`src/rtl/mac_requant_drain_pkg.sv`:
```
// Shared constants and the round/shift/clamp helper for int8 requantisation paths.
// Optional build macro RELU_EN narrows the clamp range to [0, QMAX].
package mac_requant_drain_pkg;

    localparam int N         = 8;
    localparam int SUM_WIDTH = (2 * N) + 4;
    localparam int M_WIDTH   = 16;
    localparam int SH_WIDTH  = 5;
    localparam int CNT_WIDTH = 16;

    localparam int S_WIDTH = SUM_WIDTH + 1;
    localparam int P_WIDTH = SUM_WIDTH + M_WIDTH + 2;
    localparam int R_WIDTH = P_WIDTH + 1;

    localparam int QMAX = 127;
    localparam int QMIN = -128;

    typedef struct packed {
        logic signed [N-1:0] q;
        logic                sat;
    } rq_t;

    // One extra bit of headroom so adding the rounding half can never overflow.
    function automatic rq_t round_shift_clamp(input logic signed [P_WIDTH-1:0] p,
                                              input logic [SH_WIDTH-1:0]       sh);
        logic signed [R_WIDTH-1:0] ext;
        logic signed [R_WIDTH-1:0] half;
        logic signed [R_WIDTH-1:0] r;
        logic signed [R_WIDTH-1:0] hi;
        logic signed [R_WIDTH-1:0] lo;
        rq_t                       res;

        ext  = R_WIDTH'(p);
        hi   = R_WIDTH'(QMAX);
        lo   = R_WIDTH'(QMIN);
        half = '0;
        if (sh != '0) begin
            half[sh - SH_WIDTH'(1)] = 1'b1;
        end
        r = (sh == '0) ? ext : ((ext + half) >>> sh);

        res.q   = r[N-1:0];
        res.sat = 1'b0;
`ifdef RELU_EN
        if (r > hi) begin
            res.q   = N'(QMAX);
            res.sat = 1'b1;
        end else if (r[R_WIDTH-1]) begin
            res.q   = '0;
        end
`else
        if (r > hi) begin
            res.q   = N'(QMAX);
            res.sat = 1'b1;
        end else if (r < lo) begin
            res.q   = N'(QMIN);
            res.sat = 1'b1;
        end
`endif
        return res;
    endfunction

endpackage

```
`src/rtl/requant_round_sat.sv`:
```
// Combinational final stage: rounding right shift of the scaled product, then int8 clamp.
// Clamp range follows RELU_EN through the shared package helper.
module requant_round_sat
    import mac_requant_drain_pkg::*;
(
    input  logic signed [P_WIDTH-1:0]  prod,
    input  logic        [SH_WIDTH-1:0] shift,
    output logic signed [N-1:0]        q,
    output logic                       sat
);

    rq_t res;

    assign res = round_shift_clamp(prod, shift);
    assign q   = res.q;
    assign sat = res.sat;

endmodule

```
`src/rtl/mac_requant_drain.sv`:
```
// Drain end of the MAC row: bias add, scale, round-shift, int8 saturate in a 3-stage pipe.
// Build with RELU_EN defined for a [0, 127] output range where only the upper clamp counts.
module mac_requant_drain
    import mac_requant_drain_pkg::*;
(
    input  logic                        clk,
    input  logic                        rst,
    input  logic                        cfg_load,
    input  logic signed [SUM_WIDTH-1:0] cfg_bias,
    input  logic        [M_WIDTH-1:0]   cfg_scale,
    input  logic        [SH_WIDTH-1:0]  cfg_shift,
    output logic                        cfg_err,
    input  logic                        acc_valid,
    output logic                        acc_ready,
    input  logic signed [SUM_WIDTH-1:0] acc_in,
    output logic                        q_valid,
    input  logic                        q_ready,
    output logic signed [N-1:0]         q_out,
    output logic                        busy,
    output logic        [CNT_WIDTH-1:0] sat_cnt,
    input  logic                        sat_clr
);

    logic signed [SUM_WIDTH-1:0] cur_bias;
    logic        [M_WIDTH-1:0]   cur_scale;
    logic        [SH_WIDTH-1:0]  cur_shift;

    logic                        s1_valid;
    logic signed [S_WIDTH-1:0]   s1_sum;
    logic                        s2_valid;
    logic signed [P_WIDTH-1:0]   s2_prod;

    logic                        advance;
    logic                        cfg_ok;
    logic signed [S_WIDTH-1:0]   sum_next;
    logic signed [P_WIDTH-1:0]   prod_next;
    logic signed [N-1:0]         rq_q;
    logic                        rq_sat;

    // The whole pipe moves in lockstep, gated only by the output register.
    assign advance   = !q_valid || q_ready;
    assign acc_ready = advance;
    assign busy      = s1_valid || s2_valid || q_valid;
    assign cfg_ok    = cfg_load && !busy && !acc_valid;

    assign sum_next  = S_WIDTH'(acc_in) + S_WIDTH'(cur_bias);
    assign prod_next = P_WIDTH'(s1_sum) * P_WIDTH'($signed({1'b0, cur_scale}));

    requant_round_sat u_round_sat (
        .prod  (s2_prod),
        .shift (cur_shift),
        .q     (rq_q),
        .sat   (rq_sat)
    );

    // Config only changes with an empty pipe, so every stage may read it live.
    always_ff @(posedge clk or negedge rst) begin
        if (!rst) begin
            cur_bias  <= '0;
            cur_scale <= M_WIDTH'(1);
            cur_shift <= '0;
            cfg_err   <= 1'b0;
        end else begin
            cfg_err <= cfg_load && !cfg_ok;
            if (cfg_ok) begin
                cur_bias  <= cfg_bias;
                cur_scale <= cfg_scale;
                cur_shift <= cfg_shift;
            end
        end
    end

    always_ff @(posedge clk or negedge rst) begin
        if (!rst) begin
            s1_valid <= 1'b0;
            s1_sum   <= '0;
            s2_valid <= 1'b0;
            s2_prod  <= '0;
            q_valid  <= 1'b0;
            q_out    <= '0;
        end else if (advance) begin
            s1_valid <= acc_valid;
            s2_valid <= s1_valid;
            q_valid  <= s2_valid;
            if (acc_valid) begin
                s1_sum <= sum_next;
            end
            if (s1_valid) begin
                s2_prod <= prod_next;
            end
            if (s2_valid) begin
                q_out <= rq_q;
            end
        end
    end

    // Counts clamped beats as they land in the output register; sticks at all-ones.
    always_ff @(posedge clk or negedge rst) begin
        if (!rst) begin
            sat_cnt <= '0;
        end else if (sat_clr) begin
            sat_cnt <= '0;
        end else if (advance && s2_valid && rq_sat && (sat_cnt != '1)) begin
            sat_cnt <= sat_cnt + CNT_WIDTH'(1);
        end
    end

endmodule

```
`config.mk`:
```
export PLATFORM = sky130hd
export DESIGN_NAME = mac_requant_drain
export DESIGN_NICKNAME = d
export VERILOG_FILES = /design/src/rtl/mac_requant_drain_pkg.sv /design/src/rtl/requant_round_sat.sv /design/src/rtl/mac_requant_drain.sv
export SDC_FILE = /design/constraint.sdc
export NUM_CORES = 1
export LEC_CHECK = 0
export BUFFER_PORTS_ARGS = -buffer_cell sky130_fd_sc_hd__clkbuf_2
export CORE_MARGIN = 2
export CORE_UTILIZATION = 40
export DETAILED_ROUTE_END_ITERATION = 8
export PLACE_DENSITY = 0.6
export RECOVER_POWER = 50
export SYNTH_ARGS = -nofsm -noshare
export SYNTH_HDL_FRONTEND = slang
export SYNTH_HIERARCHICAL = 1
export SYNTH_SLANG_ARGS = --single-unit
```
`constraint.sdc`:
```
create_clock -name clk -period 7.4 [get_ports clk]
set_input_delay 0.37 -clock clk [delete_from_list [all_inputs] [get_ports clk]]
set_output_delay 0.37 -clock clk [all_outputs]
set_load 0.005 [all_outputs]
```
=== Word-level counts from Yosys, hierarchy flattened ===
Index checks and enable logic that the tools add are counted.

* Register bits after elaboration: 128
* Bits of input ports: 67
* Logic and storage cells: 50

* $add $sub $neg: 4
* Multiply operators: 1
* Order comparisons: 4
* Equality and inequality tests: 1
* Shifts and indexed selects: 1
* Muxes and demuxes: 8
* Reduce and logical (&&, ||, !) cells: 20

{| class="wikitable"
|+ Operators with widths
! operator !! number
|-
| $add 38x33->39 || 1
|-
| $gt 39x8->1 const B || 1
|-
| $lt 39x8->1 const B || 1
|-
| $mux 39 || 1
|-
| $sshr 39x5->39 || 1
|-
| $mul 21x17->38 || 1
|-
| $mux 16 || 2
|-
| $mux 32 || 1
|-
| $add 20x20->21 || 1
|-
| $mux 9 || 2
|-
| $add 16x1->16 const B || 1
|-
| $ne 16x16->1 const B || 1
|-
| $logic_and 1x1->1 || 7
|-
| $lt 5x7->1 const B || 1
|-
| $reduce_and 2->1 || 3
|-
| $demux 1 s5 || 1
|-
| $ge 5x1->1 const B || 1
|-
| $logic_not 5->1 || 1
|-
| $reduce_bool 5->1 || 1
|-
| $sub 5x1->5 const B || 1
|-
| $logic_not 1->1 || 4
|-
| $logic_or 1x1->1 || 3
|-
| $reduce_bool 2->1 || 1
|-
| $mux 1 || 1
|}

=== Longest topological paths before layout ===
* Depth in word-level cells: 16
* Mapped depth: 32

=== Modules after synthesis ===
The synthesis kept the hierarchy.

{| class="wikitable"
|+ By module, submodules not included
! module !! times used !! cells each !! area an instance (um^2) !! sequential area each (um^2)
|-
| mac_requant_drain || 1 || 1940 || 18248.8 || 3204.3
|-
| requant_round_sat || 1 || 1149 || 7233.2 || 0.0
|}

=== Least setup slack after synthesis ===
OpenSTA, ideal clock, no wires.

* Path type: reg-to-reg
* From: register cur_shift[4]
* To: register sat_cnt[11]
* Setup time: 132 ps
* Arrival time: 7046 ps
* Data required time: 7268 ps
* Path slack: 223 ps
* Cell stages (with the launch flop): 32
* Period minus slack after synthesis: 7177 ps
* Cell sequence: dfrtp_1 clkbuf_1 clkbuf_1 buf_2 buf_1 clkbuf_1 clkbuf_1 nand3_1 nor2_1 ha_1 buf_2 a21o_1 a21oi_2 nor2b_1 o211a_1 or4_1 and2_4 o22ai_2 nor2_1 or3_1 a31o_1 or4_1 or4_4 o31ai_4 o21ai_1 o311a_1 and3_1 nand2b_1 clkbuf_1 nor3_1 xnor2_1 nor2_1

* Cells in the longest elaborated chain, start to end: 15
* Elaborated cells on any way between the ends: 19
* Those cells by class: 2 x add/sub; 4 x order compare; 1 x shift; 6 x mux; 6 x reduce/logical

{| class="wikitable"
|+ RTL lines
! what !! line !! RTL
|-
| start: declaration || mac_requant_drain.sv:26 || <nowiki>logic [SH_WIDTH-1:0] cur_shift;</nowiki>
|-
| start signal: assignment || mac_requant_drain.sv:68 || <nowiki>cur_shift <= cfg_shift;</nowiki>
|-
| $sub 5x1->5 || mac_requant_drain_pkg.sv:38 || <nowiki>half[sh - SH_WIDTH'(1)] = 1'b1;</nowiki>
|-
| $lt 5x7->1 (not written as such) / $ge 5x1->1 (equally long branches) || mac_requant_drain_pkg.sv:38 ||
|-
| $logic_and 1x1->1 (not written as such) || mac_requant_drain_pkg.sv:38 ||
|-
| $mux 1 (not written as such) || mac_requant_drain_pkg.sv:38 ||
|-
| $demux 1 s5 || n/a ||
|-
| $mux 32 || mac_requant_drain_pkg.sv:37 || <nowiki>if (sh != '0) begin</nowiki>
|-
| $add 38x33->39 || mac_requant_drain_pkg.sv:40 || <nowiki>r = (sh == '0) ? ext : ((ext + half) >>> sh);</nowiki>
|-
| $sshr 39x5->39 || mac_requant_drain_pkg.sv:40 ||
|-
| $mux 39 * || mac_requant_drain_pkg.sv:40 ||
|-
| $lt 39x8->1 || mac_requant_drain_pkg.sv:55 || <nowiki>end else if (r < lo) begin</nowiki>
|-
| $mux 9 || mac_requant_drain_pkg.sv:55 ||
|-
| $mux 9 * || mac_requant_drain_pkg.sv:52 || <nowiki>if (r > hi) begin</nowiki>
|-
| via rq_sat || mac_requant_drain.sv:38 || <nowiki>logic rq_sat;</nowiki>
|-
| $logic_and 1x1->1 * (2 in a row) || mac_requant_drain.sv:103 || <nowiki>end else if (advance && s2_valid && rq_sat && (sat_cnt != '1)) begin</nowiki>
|-
| $reduce_bool 2->1 (no source line) * || n/a ||
|-
| end signal: assignment || mac_requant_drain.sv:104 || <nowiki>sat_cnt <= sat_cnt + CNT_WIDTH'(1);</nowiki>
|-
| end: declaration || mac_requant_drain.sv:20 || <nowiki>output logic [CNT_WIDTH-1:0] sat_cnt,</nowiki>
|}

The timed path passes the listed nets; every way through them passes the cells marked *.
A chain may end at the register's enable or synchronous reset.

=== Worst setup path in the final report ===
* From: register cur_shift[3]
* To: register sat_cnt[11]

The elaborated chain is that of the path after synthesis.

==> qor.csv <==
metric,value,unit
status,"complete, but fails checks",
failing checks,"max-capacitance violations, max-slew violations",
Die X,256,um
die area,0.0657,mm^2
FMAX,139,MHz
worst-path fanout max,13,
post-DP HPWL,73100,um
unique cell type count in the Yosys netlist,112,
root buffer cell,clkbuf_16,
crit start category,register,
fin. max-slew vios,194,
largest net degree at the start of global routing,81,
Clock transition at path regs,0.07,ns
IO Pins,95,
"Seq/Total Area, Yosys",12.6,%
"Setup violations, final",0,
end of the worst register-to-register path,sat_cnt[11]$_DFFE_PN0P_,
drc violations,0,
Synth Flop Type,dfrtp_1,
final net count,3764,
CP startpoint,cur_shift[3]$_DFFE_PN0P_,
CTS buffer count,17,
post-synthesis compound-gate area fraction,17.0,%
antenna-violating nets left,0,
antenna violations before repair,0,
most common cell in the synthesized netlist,inv_1,
required time worst endpoint,7.76,ns
Worst-Margin Slew,4.98,ns
largest area contributor in the synthesized netlist,fa_1,
FF-to-FF Start,cur_shift[3]$_DFFE_PN0P_,
mux share of post-synthesis cell area,4.43,%
number of synthesized register bits,128,
CTS tree,yes,
top-area cell type share of the netlist area,26.5,%
GRT Resource Usage Total,27.3,%
crit path kind,reg2reg,
Initial DRC Count,2126,
area delta synth->final,11.0,%
Worst Skew,0.0169,ns
final wirelength,89100,um
simple-gate area share of the yosys netlist,20.0,%
total gr overflow,0,
Critical Path AT,7.54,ns
synthesized area,0.0255,mm^2
worst setup path endpoint,sat_cnt[11]$_DFFE_PN0P_,
fraction of layout cells with a size suffix above 1,13.0,%
crit-path max cell delay,0.76,ns
adder-cell share of the synthesized area,33.7,%
Tmin final,7.18,ns
first-pass GRT wire length,139000,um
vias in the first global route,23450,
R2R Setup Slk,0.22,ns
core area,0.0631,mm^2
HP Class,in2reg,
post-synthesis xor/xnor area fraction,3.02,%
Sequential Area,0.00321,mm^2
Post-synth EDFFs,0,
Tcrit/Tclk final,97.0,%
routed vias,23318,
multi-input logic area,0.0199,mm^2
port bufs,94,
worst skew pair latency,0.49,ns
vias per cell,5.73,
synthesized net count,3641,
Final Hold Fails,0,
Commonest cells post-synth,"inv_1, nand2_1, fa_1",
clock tree sinks,128,
final setup TNS,0,ns
largest family of logic cells by synthesized area,adder cells,
Slew Limit Headroom,-232,%
Syn Inst Count,3089,
Final GP Congestion,1.06,
Syn Area/Cell,8.25,um^2
fill cell count,6532,
DR pass1 iterations,8,
Initial Util,40.4,%
# rows,92,
# H-tree levels,4,
Synth Warn #,6,
CP dominant cell by count,buf_4,
WL/cell,21.9,um
RSZ-0062 raised after global routing,no,
CP Capture Type,register,
crit path max-delay cell type,a2111oi_1,
Die Span Y,256,um
largest cells by area after synthesis,"fa_1, dfrtp_1, ha_1, inv_1, nand2_1",
asr flop ratio synth,100,%
Reg2Reg Depth,25,
max-cap violations,3,
clk buf depth,2,
==> flip-flops by register name, indices dropped and copies added (netlist names) <==
signal,cells
s2_valid,1
cur_scale,16
cur_bias,20
q_valid,1
sat_cnt,16
s1_sum,21
cfg_err,1
cur_shift,5
q_out,8
s2_prod,38
s1_valid,1
==> routing by layer <==
metal	vias to the layer above	GRT usage [%]	wire, um	share of wire, %
li1	10585	-	-	-
met1	11484	36.9	38400	43
met2	1010	42.5	39600	44
met3	239	4.27	6460	7.2
met4	0	14.0	4720	5.3
met5	-	0	0	0
==> cell usage in the layout, fill, tap and decap left out, types with 11 or more instances in the layout <==
cell | netlist | routed
nor4_1 | 12 | 12
xor2_1 | 44 | 44
o21ai_1 | 23 | 24
nor2_1 | 198 | 198
xnor2_1 | 44 | 44
ha_1 | 148 | 148
clkbuf_1 | 120 | 20
and2_1 | 155 | 155
or3_1 | 27 | 27
and4_1 | 11 | 11
inv_1 | 446 | 446
clkbuf_2 | 0 | 77
o31ai_1 | 12 | 12
nand4_1 | 48 | 48
mux2_2 | 66 | 63
nand2_1 | 409 | 408
clkbuf_16 | 0 | 17
dfrtp_1 | 127 | 122
a211o_1 | 15 | 15
o21ai_0 | 126 | 125
o22ai_1 | 16 | 16
nor3_1 | 63 | 62
a211oi_1 | 31 | 30
and3_1 | 17 | 17
nand3_1 | 39 | 39
fa_1 | 337 | 337
a21o_1 | 29 | 29
mux2i_1 | 29 | 29
o21bai_1 | 11 | 11
buf_4 | 7 | 164
o211ai_1 | 28 | 28
nand2b_1 | 13 | 13
o21a_1 | 27 | 27
a21oi_1 | 132 | 132
a31oi_1 | 22 | 22
==> layout make-up <==
type | count | area share, %
well taps | 846 | 3.74
repair buffers | 263 | 6.09
clock inverters | 15 | 0.889
flip-flops and latches | 128 | 11.3
clock buffers | 17 | 1.50
diodes | 1 | 0.00885
inverters | 447 | 5.93
multi-input cells | 2355 | 70.5
==> worst min-delay path by stage <==
stage | startpoint | to | slack (ns) | depth (start not counted)
finish | cfg_scale[1] | cur_scale[1]$_DFFE_PN0P_ | 0.11 | 2
global route | cfg_load | cfg_err$_DFF_PN0_ | 0.09 | 2
CTS | cfg_load | cfg_err$_DFF_PN0_ | 0.07 | 2
detailed placement | s2_valid$_DFFE_PN0N_ | q_valid$_DFFE_PN0N_ | 0.49 | 2
global placement | s2_valid$_DFFE_PN0N_ | q_valid$_DFFE_PN0N_ | 0.49 | 2
floorplan | rst | cfg_err$_DFF_PN0_ | 0.07 | 0
==> kinds of logic (layout without fill, tap and decap cells) <==
group | count (synthesis) | after routing
and+or+nand+nor | 1056 | 1056
AOI/OAI and AO/OA | 625 | 625
buffers and inverters | 606 | 742
adders and majority gates | 485 | 485
DFF | 128 | 128
muxes | 100 | 100
xor gates and xnor gates | 88 | 88
other | 1 | 2
==> critical path, delay by kind of cell, from the launching register on <==
family / cells / cell delay [ns]
adder cells (fa/ha/maj): 1 / 0.38
AND/OR/NAND/NOR: 10 / 2.64
XOR/XNOR: 1 / 0.14
AO/OA/AOI/OAI: 7 / 2.21
multiplexers: 1 / 0.18
buffers and inverters: 5 / 0.94
flip-flops: 1 / 0.54
==> per-stage QoR <==
| stage | cell area [um^2] | cells | utilization, % | hold slack [ns] | setup WS [ns] |
|---|---|---|---|---|---|
| CTS | 28300 | 4071 | 44.9 | 0.0713 | 0.198 |
| finish | 28300 | 4072 | 44.8 | 0.106 | 0.219 |
| detailed placement | 27600 | 4038 | 43.8 | 0.488 | 0.256 |
| global placement | 27600 | 4038 | 43.8 | 0.490 | 0.195 |
| global route | 28300 | 4071 | 44.8 | 0.0931 | 0.0311 |
| floorplan | 25500 | 3089 | - | 0.0744 | 0.223 |
==> what timing repair did <==
action,CTS,global route
endpoints found under the hold margin,57,0
setup endpoints to repair,0,14
resized for setup,0,4
hold buffers,1,0
buffers inserted,0,0
Power is not shown: default switching activity piles up to over one toggle a cycle in this logic, so the estimate is an artifact.
